## config.mk

```make
export PLATFORM = sky130hd
export DESIGN_NAME = sym_dn_lut_loader
export DESIGN_NICKNAME = d
export VERILOG_FILES = /design/src/rtl/sym_dn_lut_loader.sv
export SDC_FILE = /design/constraint.sdc
export NUM_CORES = 1
export LEC_CHECK = 0
export ABC_AREA = 1
export BUFFER_PORTS_ARGS = -buffer_cell sky130_fd_sc_hd__buf_2
export CAP_MARGIN = 20
export CORE_ASPECT_RATIO = 0.8
export CORE_MARGIN = 2
export CORE_UTILIZATION = 60
export DETAILED_ROUTE_END_ITERATION = 12
export GPL_TIMING_DRIVEN = 0
export HOLD_SLACK_MARGIN = 0.15
export PLACE_DENSITY = 0.95
export SETUP_SLACK_MARGIN = 0.5
export SYNTH_ARGS = -nofsm -noshare
export SYNTH_HDL_FRONTEND = slang
export SYNTH_SLANG_ARGS = --single-unit
```

## constraint.sdc

```tcl
create_clock -name write_clk -period 3.1 [get_ports write_clk]
set_input_delay 0.155 -clock write_clk [delete_from_list [all_inputs] [get_ports write_clk]]
set_output_delay 0.155 -clock write_clk [all_outputs]
set_load 0.1 [all_outputs]
```

## src/rtl/sym_dn_lut_loader.sv

```systemverilog
// Streams packed LUT words into a 1-bit-wide LUT RAM, one bit per cycle, LSB first.
// All RAM-facing outputs come straight from flops so the RAM sees no input-to-output paths.
module sym_dn_lut_loader #(
  parameter int WORD_W    = 16,
  parameter int LUT_DEPTH = 128
) (
  input  logic              write_clk,
  input  logic              rstn,
  input  logic              load_start,
  input  logic [WORD_W-1:0] s_data,
  input  logic              s_valid,
  output logic              s_ready,
  output logic              lut_in,
  output logic [6:0]        write_addr,
  output logic              we,
  output logic              load_busy,
  output logic              load_done
);
  localparam int BW = (WORD_W > 1) ? $clog2(WORD_W) : 1;

  typedef enum logic [1:0] {IDLE, WAIT_WORD, SHIFT, DONE} state_t;

  state_t            state_q, state_d;
  logic [WORD_W-1:0] shreg_q, shreg_d;
  logic [6:0]        addr_q, addr_d;
  logic [BW-1:0]     bit_q, bit_d;
  logic              s_ready_q, s_ready_d;
  logic              we_q, we_d;
  logic              lut_in_q, lut_in_d;
  logic [6:0]        waddr_q, waddr_d;
  logic              busy_q, busy_d;
  logic              done_q, done_d;
  logic              last_bit, last_addr;

  assign last_bit  = (bit_q == BW'(WORD_W - 1));
  assign last_addr = (addr_q == 7'(LUT_DEPTH - 1));

  always_comb begin
    state_d = state_q;
    shreg_d = shreg_q;
    addr_d  = addr_q;
    bit_d   = bit_q;
    unique case (state_q)
      IDLE: if (load_start) begin
        state_d = WAIT_WORD;
        addr_d  = '0;
        bit_d   = '0;
      end
      WAIT_WORD: if (s_valid) begin
        shreg_d = s_data;
        state_d = SHIFT;
      end
      SHIFT: begin
        shreg_d = shreg_q >> 1;
        // Saturate on the final entry so the counter never wraps inside a load.
        addr_d  = last_addr ? addr_q : addr_q + 7'd1;
        bit_d   = last_bit ? '0 : bit_q + BW'(1);
        if (last_bit) state_d = last_addr ? DONE : WAIT_WORD;
      end
      DONE:    state_d = IDLE;
      default: state_d = IDLE;
    endcase

    // Outputs are precomputed from the next state so they line up with it.
    s_ready_d = (state_d == WAIT_WORD);
    we_d      = (state_d == SHIFT);
    busy_d    = (state_d != IDLE);
    done_d    = (state_d == DONE);
    lut_in_d  = lut_in_q;
    waddr_d   = waddr_q;
    if (state_d == SHIFT) begin
      lut_in_d = shreg_d[0];
      waddr_d  = addr_d;
    end
  end

  always_ff @(posedge write_clk or negedge rstn) begin
    if (!rstn) begin
      state_q   <= IDLE;
      shreg_q   <= '0;
      addr_q    <= '0;
      bit_q     <= '0;
      s_ready_q <= 1'b0;
      we_q      <= 1'b0;
      lut_in_q  <= 1'b0;
      waddr_q   <= '0;
      busy_q    <= 1'b0;
      done_q    <= 1'b0;
    end else begin
      state_q   <= state_d;
      shreg_q   <= shreg_d;
      addr_q    <= addr_d;
      bit_q     <= bit_d;
      s_ready_q <= s_ready_d;
      we_q      <= we_d;
      lut_in_q  <= lut_in_d;
      waddr_q   <= waddr_d;
      busy_q    <= busy_d;
      done_q    <= done_d;
    end
  end

  assign s_ready    = s_ready_q;
  assign we         = we_q;
  assign lut_in     = lut_in_q;
  assign write_addr = waddr_q;
  assign load_busy  = busy_q;
  assign load_done  = done_q;
endmodule

```

# Yosys cells after proc, flatten, opt, wreduce, memory -nomap -nowiden
# Cells that the tools add are included.
[totals] word_cells=42 in_bits=20 register_bits=41 out_inout_bits=12
[classes] addsub=2 eq_ne=10 reduce_logical=6 muxes=13
[ops] cell="$pmux 16 s2" count=1
[ops] cell="$mux 16" count=1
[ops] cell="$mux 7" count=2
[ops] cell="$pmux 7 s2" count=1
[ops] cell="$eq 2x2->1 const B" count=4
[ops] cell="$mux 2" count=4
[ops] cell="$mux 4" count=2
[ops] cell="$pmux 2 s4" count=1
[ops] cell="$pmux 4 s2" count=1
[ops] cell="$add 7x1->7 const B" count=1
[ops] cell="$eq 7x7->1 const B" count=1
[ops] cell="$reduce_bool 2->1" count=3
[ops] cell="$add 4x1->4 const B" count=1
[ops] cell="$eq 2x1->1 const B" count=2
[ops] cell="$eq 4x4->1 const B" count=1
[ops] cell="$ne 2x2->1 const B" count=2
[ops] cell="$reduce_and 2->1" count=2
[ops] cell="$logic_not 2->1" count=1

# Logic depth before layout (Yosys ltp)
# Gate-level depths: netlist (run 1).
[logic_depth] ltp_word=5 depth_mapped=13 ltp_nobuf=12

# Worst setup path after synthesis (run 1)
# OpenSTA, ideal clock, no wires.
[synth_path] kind="reg-to-reg" start="register state_q[0]" end="register lut_in_q, in the netlist lut_in" stages_incl_launch_ff=14 n_path_buf=2 t_required_ns=2.978 slack_ns=1.531 synth_period_minus_slack_ns=1.569 setup_time_ns=0.122 arrival_time_ns=1.447 cell_sequence="dfrtp_1 > inv_1 > ha_1 > buf_4 > inv_2 > buf_6 > a21oi_2 > nand2_1 > nand2_1 > nand2_2 > nand2_4 > nand2_2 > nand2_1 > nand2_1"
[synth_via] elab_chain_cells=3 word_cells_on_any_way=10 classes_between="eq/ne (4); mux (5); reduce/logical (1)"
[synth_rtl] item="from (decl)" line_no="23" rtl="state_t state_q, state_d;"
[synth_rtl] item="from (signal assigned)" line_no="90" rtl="state_q <= state_d;"
[synth_rtl] item="$eq 2x2->1, or another cell as far along" line_no="43" rtl="unique case (state_q)"
[synth_rtl] item="$pmux 2 s4" line_no="43"
[synth_rtl] item="$eq 2x2->1" line_no="71" rtl="if (state_d == SHIFT) begin"
[synth_rtl] item="to (signal assigned)" line_no="96" rtl="lut_in_q <= lut_in_d;"
[synth_rtl] item="to (decl)" line_no="29" rtl="logic lut_in_q, lut_in_d;"
# Several ways; a longest one is shown, not always the timed one.
# A chain may end at the register's enable or synchronous reset.

# Final worst setup path (run 1)
[layout_path] start="register state_q[1]" end="register lut_in_q, in the netlist lut_in"
[layout_via] elab_chain_cells=3 word_cells_on_any_way=10 classes_between="eq/ne (4); mux (5); reduce/logical (1)"
[layout_rtl] item="$eq 2x2->1, or another cell as far along" line_no="43"
[layout_rtl] item="$pmux 2 s4 *" line_no="43"
[layout_rtl] item="net state_d[0]" line_no="23"
[layout_rtl] item="$eq 2x2->1 *" line_no="71"
# The timed path passes the listed nets; every way through them passes the cells marked *.

==> reports/metrics.cfg, run 1 <==
[synthesis]
ys_warn_count = 0
ys_ff_latch = 41
synth_nets = 275
ys_types = 28
synthCells = 250
synth.cell_area_mm2 = 0.002123
ys_seq_area_share_pct = 48.32
syn_avg_cell_area_um2 = 8.493

[timing]
holdWs_ps = 190.9
worstMarginPinSlew_ps = 880.5
fin_setup_tns_ps = 0
setup_viol = 0
finalHoldViolations = 0
relSlewSlack_pct = 41.30
rsz0062_at_grt = false
fin_worst_skew_ps = 9.267
slew_viol_final = 0
period_share_pct = 58.73
fin_crit_ps = 1821
fmaxAchievable_mhz = 549.2

[critical_path]
worstSetupStartpoint = state_q[1]
worst_path_max_delay_cell = dfrtp_1
cp-end-kind = register
path_cells = inv_1, ha_1, inv_1, nor2_4, nor2_1, o21ai_0, nand2_1, inv_2, buf_6, nand3_1, nand2_1
r2r_slack_ps = 1280
reg2reg_from = state_q[1]
criticalPathCategory = reg -> reg
critical_path_arrival_ps = 2000
start_kind = register
reg2reg_to = lut_in
cp.required_ps = 3280
endpoint = lut_in
crit_path_max_incr_delay_ps = 390
cp_max_fo = 10
r2r_cells = 11

[routing]
vias = 1838
wl_per_cell_um = 12.72
drt_iter0_drc = 111
drc = 0
vias_per_cell = 5.536
drtPass1Iterations = 4
antenna_left = 0
drt_wl_total_um = 4224

[clock_tree]
numCtsBuffers = 5
tritoncts = done
clk_pin_slew_ps = 70
root_buffer = clkbuf_8
clk_latency_ps = 300
cts_sinks = 41
cts_max_level = 2
cts.path.max_buffers = 2
cts_resized = 0

[global_route]
antenna_found_initial = 0
overflow = 0
grt_most_used_layer = met2
first_global_vias = 1819
global_route.usage.met3_pct = 5.124
grt_usage_pct = 23.63
grt_use_met1_pct = 26.57
grt_pass1_wl_um = 7514
grt_max_degree = 42
grt_use_met2_pct = 44.34

[die]
row_count = 19
io_pins = 32
start_util_pct = 62.46
die_h_um = 57.21
die_area_mm2 = 0.004034
core_area_mm2 = 0.003400
die_x_um = 70.51

[power_and_ir_drop]
power.total_mw = 2.375
peakVddDrop_mv = 0.7237
leakagePower_nw = 1.204
powerDensity_mw_per_mm2 = 977.8

[final_layout]
area_growth_pct = 14.38
fin_util_pct = 71.44
fin_cells = 332
nNetsFinal = 314
drive_gt1_share_pct = 21.03
diodes = 0

[placement]
hpwl_um = 3022
dpl.cell_count = 322
port_buffers = 30
gp_congestion = 0.7959

[run_status]
status = complete, no violations

[min_path]
min_path_type = in -> reg

[flow_run]
max_cap_violations = 0

[through the flow]
stage / worst slack (ps) / cell area [µm²]
finish: 1279 / 2429
global route: 1054 / 2429
CTS: 1295 / 2429
detailed placement: 1313 / 2326
global placement: 1393 / 2326
floorplan: 1531 / 2123
[layout make-up]
type	instances	area (µm²)
repair buffers	32	170.2
fillers	266	970.9
flip-flops and latches	41	1026
clock inverters	2	10.01
well taps	42	52.55
inverters	29	108.9
clock buffers	6	72.57
multi-input cells	165	873.3
plain buffers	15	115.1
[per-layer routing]
metal / routed length, µm / vias up
met4: 83 / 0
met3: 246 / 11
li1: - / 899
met5: 0 / -
met2: 2125 / 75
met1: 1769 / 853
[flip-flops by register name, indices dropped and copies added (netlist names)]
name        flops
we              1
s_ready         1
shreg_q        16
load_busy       1
state_q         2
addr_q          7
bit_q           4
write_addr      7
load_done       1
lut_in          1
[timing repair]
item | CTS | global route
hold buffers | 2 | 0
hold endpoints to repair | 42 | 0
setup buffers | 0 | 0
[report_power, final]
group / switching, mW / internal (mW)
logic: 0.950 / 0.341
registers: 0.0653 / 0.681
clock network: 0.181 / 0.156
[how the worst min path moves through the flow]
stage / slack [ps] / cells past startpoint / start / endpoint
2_1_floorplan: -140 / 0 / rstn / addr_q[0]
3_3_place_gp: 320 / 1 / rstn / bit_q[3]
3_5_place_dp: 320 / 1 / rstn / bit_q[3]
4_1_cts: 180 / 3 / s_valid / shreg_q[15]
5_1_grt: 200 / 3 / s_valid / shreg_q[15]
6_report: 190 / 3 / s_valid / shreg_q[15]
[synth_stat cells, drive strengths merged]
| cell | instances | area share, % |
|---|---|---|
| clkbuf | 4 | 0.71 |
| dfrtp | 41 | 48 |
| o22ai | 1 | 0.29 |
| o31ai | 2 | 0.71 |
| o21ai | 40 | 9.8 |
| a21oi | 7 | 1.8 |
| inv | 29 | 5.1 |
| nor2 | 13 | 3.4 |
| a22o | 1 | 0.41 |
| buf | 11 | 4.7 |
| nor3 | 2 | 0.47 |
| nand3 | 47 | 11 |
| nand3b | 1 | 0.35 |
| ha | 5 | 2.9 |
| and3 | 1 | 0.29 |
| nand2 | 45 | 9.4 |
[critical path, delay by kind of cell (launching register included)]
kind	cells	cell delay [ps]
simple gates	5	500
compound gates	1	140
flops	1	390
fa+ha+maj	1	240
buf+inv	4	450
[kinds of logic after synthesis]
family	after synthesis	synth area share [%]
AO/OA/AOI/OAI	51	13.02
AND/OR/NAND/NOR	109	25.16
flip-flops	41	48.32
adder cells (fa/ha/maj)	5	2.946
buffers and inverters	44	10.55
[placed cells by master (no fill, tap or decap), types with 2 or more instances in the layout]
cell type / instances
a21oi_1: 6
o21ai_2: 2
nor3_1: 2
buf_1: 2
dfrtp_1: 41
nand2_1: 39
clkbuf_1: 5
nor2_4: 3
nand2_4: 3
nor2_1: 10
dlygate4sd3_1: 2
ha_1: 5
clkinv_2: 2
nand2_2: 3
o21ai_0: 37
clkbuf_8: 5
buf_6: 4
o31ai_1: 2
inv_1: 27
nand3_1: 46
inv_2: 2
buf_4: 3
buf_2: 31
No activity file was read; power rests on OpenSTA's default activity.
==> run 2: changes to the inputs <==
- ABC_AREA: 1 -> 0
- CORE_UTILIZATION: 60 -> 55
- PLACE_DENSITY: 0.95 -> 0.9
- clock period: 3.1 -> 1.9 ns (I/O delays scaled with it)
==> reports/metrics.cfg, run 2 <==
[clock_tree]
cts_sinks = 41  ; unchanged
tritoncts = done
root_buffer = clkbuf_8
clk_pin_slew_ps = 90  ; +20 ps
cts_max_level = 2  ; unchanged
cts.path.max_buffers = 2  ; unchanged
numCtsBuffers = 5  ; unchanged
clk_latency_ps = 310  ; about the same

[placement]
dpl.cell_count = 264  ; -18%
gp_congestion = 0.8056  ; +1.2%
dp_slack_ps = -100.2  ; -1414 ps
port_buffers = 31  ; +3.3%
hpwl_um = 3033  ; +0.35%

[synthesis]
ys_ff_latch = 41  ; unchanged
yosysTopAreaCellShare_pct = 51.83  ; +3.5 points
synth_nets = 216  ; -21%
yosysMostFrequentCell = dfrtp_1
synth_async_sr_flop_share_pct = 100.0  ; unchanged
syn_avg_cell_area_um2 = 10.36  ; +22%
synth_top_area_cell = dfrtp_1
ys_warn_count = 0  ; unchanged
synth.cell_area_mm2 = 0.001979  ; -6.8%
ys_seq_area_share_pct = 51.83  ; +3.5 points
synthTopCellsByCount = 41 x dfrtp_1, 19 x nand2_1, 19 x o21ai_0
synth_edf_count = 0  ; unchanged
synthCells = 191  ; -24%
synthTopCellsByArea = dfrtp_1 52%, a22oi_1 5.3%, mux2_2 5.1%, o21ai_0 4.8%, nand2_1 3.6%
synthFlopType = dfrtp_1
ys_types = 44  ; +57%

[final_layout]
drive_gt1_share_pct = 54.12  ; +33 points
largest_register = shreg_q
nNetsFinal = 303  ; -3.5%
fin_cells = 321  ; -3.3%
fillerInstances = 103  ; -61%
final_common_cell = dfrtp_1
area_growth_pct = 59.29
final_cell_mix = 40 x dfrtp_1, 31 x buf_2, 24 x buf_4
largest_reg_flops = 16  ; unchanged
fin_util_pct = 91.47  ; +20 points
diodes = 0  ; unchanged

[power_and_ir_drop]
powerDensity_mw_per_mm2 = 1631  ; +67%
sw_frac_of_total_pct = 48.25  ; -2.1 points
p_seq_share_pct = 25.4  ; -6.0 points
power.total_mw = 5.141  ; +120%
p_clk_share_pct = 11.3  ; -2.9 points
leakagePower_nw = 1.481  ; +23%
comb_power_share_pct = 63.4  ; +9.0 points
p_int_mw = 2.661  ; +130%
peakVddDrop_mv = 1.064  ; +47%
p_sw_mw = 2.480  ; +110%

[critical_path]
r2r_slack_ps = -90  ; -1370 ps
reg2reg_to = write_addr[1]
worstSetupStartpoint = state_q[0]
r2r_cells = 7  ; -4
cp_max_fo = 5  ; -5
endpoint = write_addr[1]
reg2reg_from = state_q[0]
critical_path_arrival_ps = 2180  ; +180 ps
criticalPathCategory = reg -> reg
cp.required_ps = 2090  ; -1190 ps
cp-end-kind = register
start_kind = register

[timing]
fin_worst_skew_ps = 11.10  ; +1.831 ps
setup_viol = 10  ; +10
worstMarginPinSlew_ps = 911.7  ; +31.17 ps
fin_crit_ps = 1987  ; +166.1 ps
rsz0062_at_grt = true
slew_viol_final = 0  ; unchanged
fin_ws_ps = -86.84  ; -1366 ps
fmaxAchievable_mhz = 503.3  ; -8.4%
period_share_pct = 104.6  ; +46 points
finalHoldViolations = 0  ; unchanged
relSlewSlack_pct = 39.22  ; -2.1 points

[run_status]
violations = negative setup slack
status = finished, violations left

[flow_run]
max_cap_violations = 0  ; unchanged

[routing]
drt_wl_total_um = 8945  ; +110%
vias_per_cell = 7.227  ; +31%
wl_per_cell_um = 27.87  ; +120%
drt_iter0_drc = 389  ; +250%
antenna_left = 0  ; unchanged
vias = 2320  ; +26%
drtPass1Iterations = 6  ; +2
drc = 0  ; unchanged

[global_route]
first_global_vias = 2032  ; +12%
grt_pass1_wl_um = 10800  ; +44%
overflow = 0  ; unchanged
grt_usage_pct = 35.38  ; +12 points
antenna_found_initial = 0  ; unchanged
grt_max_degree = 42  ; unchanged

[die]
io_pins = 32  ; unchanged
die_h_um = 57.66  ; +0.79%
die_area_mm2 = 0.004098  ; +1.6%
die_x_um = 71.07  ; +0.79%
core_area_mm2 = 0.003447  ; +1.4%
start_util_pct = 57.42  ; -5.0 points
row_count = 19  ; unchanged

[min_path]
min_path_type = in -> reg

-- run 2: metrics by stage --
stage               TNS [ps]  area [µm²]  hold slack, ps
floorplan                  0        2036          -200.6
global placement      -490.9        2243           257.5
detailed placement     -1142        2243           259.5
CTS                        0        2919           150.5
global route          -494.0        3153           343.9
finish                -576.3        3153           345.8
-- run 2: worst min-delay path by stage --
stage	slack, ps	startpoint	cells past startpoint	end
final	350	s_data[0]	4	shreg_q[0]
after global placement	260	rstn	1	write_addr[0]
after detailed placement	260	rstn	1	write_addr[4]
after floorplan	-200	rstn	0	addr_q[0]
after global routing	340	s_data[0]	4	shreg_q[0]
after CTS	150	s_data[3]	3	shreg_q[3]
-- run 2: logic make-up (layout without fill, tap and decap cells) --
kind of cell | Yosys count | in the layout | synth area share, %
and+or+nand+nor | 55 | 55 | 14.22
muxes | 12 | 12 | 6.637
buffers and inverters | 18 | 105 | 3.793
DFF | 41 | 41 | 51.83
AOI/OAI and AO/OA | 60 | 61 | 20.35
adders and majority gates | 5 | 5 | 3.161
-- run 2: power groups by stage --
stage | registers [mW] | logic (mW) | clock network, mW
after detailed placement | 1.26 | 1.66 | 0
after CTS | 1.23 | 2.51 | 0.557
final | 1.30 | 3.26 | 0.580
after global routing | 1.30 | 3.30 | 0.614
after global placement | 1.25 | 1.62 | 0
after floorplan | 1.70 | 0.871 | 0
-- run 2: cell type report --
type                    instances  area [µm²]  area share, %
plain buffers                  10       120.1          3.810
inverters                       8       32.53          1.032
clock buffers                   5       68.82          2.183
repair buffers                 79       596.8          18.93
flip-flops and latches         41        1027          32.58
well taps                      42       52.55          1.667
clock inverters                 3       17.52         0.5556
multi-input cells             133        1237          39.25
-- run 2: what timing repair did --
action	4_1_cts	5_1_grt
pin swaps	16	23
endpoints found under the hold margin	55	1
gates resized for setup	71	45
buffers inserted	24	7
cloned	2	0
hold buffers	15	1
setup endpoints to repair	41	41
-- run 2: routing by layer --
metal  track usage [%]  routed length [µm]  up-vias
met3             8.870                1078      100
met1             46.81                3183     1091
met4             15.36                 786        0
met2             56.34                3897      254
met5                 0                   0        -
li1                  -                   -      875
-- run 2: critical path, cell delays in order (launching register included) --
cell and delay [ps]:
dfrtp_1 430, buf_6 150, ha_4 180, nor2b_4 140
o21ai_2 220, buf_4 180, o2111ai_4 200, mux2_4 370
==> run 3: changes to the inputs <==
==> constraint.sdc (replaced) <==
create_clock -name write_clk -period 1.9 [get_ports write_clk]
set_input_delay 0.38 -clock write_clk [delete_from_list [all_inputs] [get_ports write_clk]]
set_output_delay 0.38 -clock write_clk [all_outputs]
set_load 0.1 [all_outputs]
==> reports/metrics.cfg, run 3 (synthesized netlist as in run 2, its figures left out) <==
[run_status]
status = finished, violations left
violations = negative setup slack

[critical_path]
reg2reg_from = state_q[1]
r2r_slack_ps = -220  ; -130 ps
reg2reg_to = write_addr[5]
path_cells = inv_4, ha_4, buf_12, mux2i_4, buf_6, a32oi_1, nand3_1, mux2_4
start_kind = register
r2r_cells = 8  ; +1
critical_path_arrival_ps = 2310  ; +130 ps
crit_path_max_incr_delay_ps = 460  ; +30 ps
worst_path_max_delay_cell = dfrtp_2
cp.required_ps = 2100  ; about the same
criticalPathCategory = reg -> reg
cp-end-kind = register
cp_max_fo = 8  ; +3

[flow_run]
max_cap_violations = 0  ; unchanged

[final_layout]
nNetsFinal = 300  ; -0.99%
design_area_mm2 = 0.003274  ; +3.8%
fin_util_pct = 94.99  ; +3.5 points
diodes = 0  ; unchanged
final_cell_mix = 40 x dfrtp_1, 37 x buf_4, 22 x buf_6
largest_reg_flops = 16  ; unchanged
largest_register = shreg_q
final_common_cell = dfrtp_1
drive_gt1_share_pct = 64.13  ; +10 points
fillerInstances = 78  ; -24%
area_growth_pct = 65.42

[global_route]
grt_usage_pct = 32.60  ; -2.8 points
antenna_found_initial = 0  ; unchanged
first_global_vias = 1939  ; -4.6%
overflow = 0  ; unchanged
grt_max_degree = 42  ; unchanged
grt_pass1_wl_um = 10030  ; -7.2%

[routing]
drtPass1Iterations = 8  ; +2
wl_per_cell_um = 29.57  ; +6.1%
drt_iter0_drc = 364  ; -6.4%
vias = 2380  ; +2.6%
vias_per_cell = 7.484  ; +3.6%
drt_wl_total_um = 9404  ; +5.1%
antenna_left = 0  ; unchanged
drc = 0  ; unchanged

[clock_tree]
clk_latency_ps = 300  ; about the same
clk_pin_slew_ps = 80  ; about the same
root_buffer = clkbuf_8
tritoncts = done
cts.path.max_buffers = 2  ; unchanged
cts_sinks = 41  ; unchanged
numCtsBuffers = 5  ; unchanged
cts_max_level = 2  ; unchanged

[timing]
fin_ws_ps = -216.5  ; -129.6 ps
fin_crit_ps = 2116  ; +129.6 ps
rsz0062_at_grt = true
finalHoldViolations = 0  ; unchanged
fin_worst_skew_ps = 3.588  ; -7.509 ps
relSlewSlack_pct = 40.35  ; +1.1 points
setup_viol = 8  ; -2
worstMarginPinSlew_ps = 894.8  ; -16.85 ps
slew_viol_final = 0  ; unchanged
fmaxAchievable_mhz = 472.5  ; -6.1%
period_share_pct = 111.4  ; +6.8 points

[placement]
port_buffers = 31  ; unchanged
hpwl_um = 3033  ; unchanged
dp_slack_ps = -100.2  ; unchanged
place_area_mm2 = 0.002243  ; unchanged
gp_congestion = 0.8056  ; unchanged

[die]
die_x_um = 71.07  ; unchanged
core_area_mm2 = 0.003447  ; unchanged
die_area_mm2 = 0.004098  ; unchanged
die_h_um = 57.66  ; unchanged
io_pins = 32  ; unchanged
row_count = 19  ; unchanged
start_util_pct = 57.42  ; unchanged

[power_and_ir_drop]
leakagePower_nw = 1.501  ; +1.4%
peakVddDrop_mv = 1.161  ; +9.1%
power.total_mw = 5.536  ; +7.7%
powerDensity_mw_per_mm2 = 1691  ; +3.7%

[min_path]
min_path_type = in -> async

[run 3: cell count changes in the layout (fill, tap and decap cells not counted), sizes merged]
cell / delta
dlygate4sd3: -16
clkbuf: +1
buf: +12
[run 3: critical path: cells and delay by family, from the launching register on]
family / cells / cell delay, ps
buffers and inverters: 3 / 380
muxes: 2 / 500
DFF: 1 / 460
and+or+nand+nor: 1 / 200
adders and majority gates: 1 / 170
AOI/OAI and AO/OA: 1 / 290
[run 3: cell type report]
| type | instances | area [µm²] | area share (%) |
|---|---|---|---|
| buffer | 10 | 132.6 | 4.050 |
| clock buffer | 5 | 68.82 | 2.102 |
| clock inverter | 3 | 17.52 | 0.5350 |
| inverter | 8 | 32.53 | 0.9935 |
| multi-input combinational | 133 | 1328 | 40.54 |
| sequential | 41 | 1027 | 31.37 |
| tap | 42 | 52.55 | 1.605 |
| timing repair buffer | 76 | 615.6 | 18.80 |
[run 3: where the power goes]
group	switching (mW)	internal, mW	total [mW]
sequential	0.210	1.10	1.31
combinational	2.10	1.54	3.64
clock	0.328	0.254	0.582
total	2.64	2.90	5.54
[run 3: how the worst max path moves through the flow]
stage / startpoint / end / slack (ps) / depth (start not counted)
2_1_floorplan: state_q[0] / lut_in / 180 / 7
5_1_grt: state_q[1] / write_addr[5] / -170 / 8
6_report: state_q[1] / write_addr[5] / -220 / 8
3_5_place_dp: state_q[1] / shreg_q[3] / -100 / 8
4_1_cts: state_q[1] / bit_q[2] / 80 / 8
3_3_place_gp: state_q[1] / shreg_q[5] / -60 / 8
[run 3: per-layer routing]
metal / GRT usage (%) / share of wire, % / up-vias
met5: 0 / 0 / -
met4: 16.98 / 8.4 / 0
met3: 8.000 / 12 / 101
met2: 53.40 / 46 / 278
met1: 40.72 / 34 / 1131
li1: - / - / 870
[run 3: what timing repair did]
action,in CTS,in global routing
setup endpoints to repair,53,42
pin swaps,16,24
gates resized for setup,83,75
setup buffers,24,19
gates cloned,2,1
hold buffers,0,0
[run 3: stage by stage]
step / hold WS, ps / std cells / TNS (ps)
after global routing: 271.7 / 318 / -610.8
after floorplan: 84.41 / 191 / 0
after CTS: 221.8 / 298 / 0
final: 193.0 / 318 / -445.0
after global placement: 463.5 / 264 / -490.9
after detailed placement: 479.1 / 264 / -1142
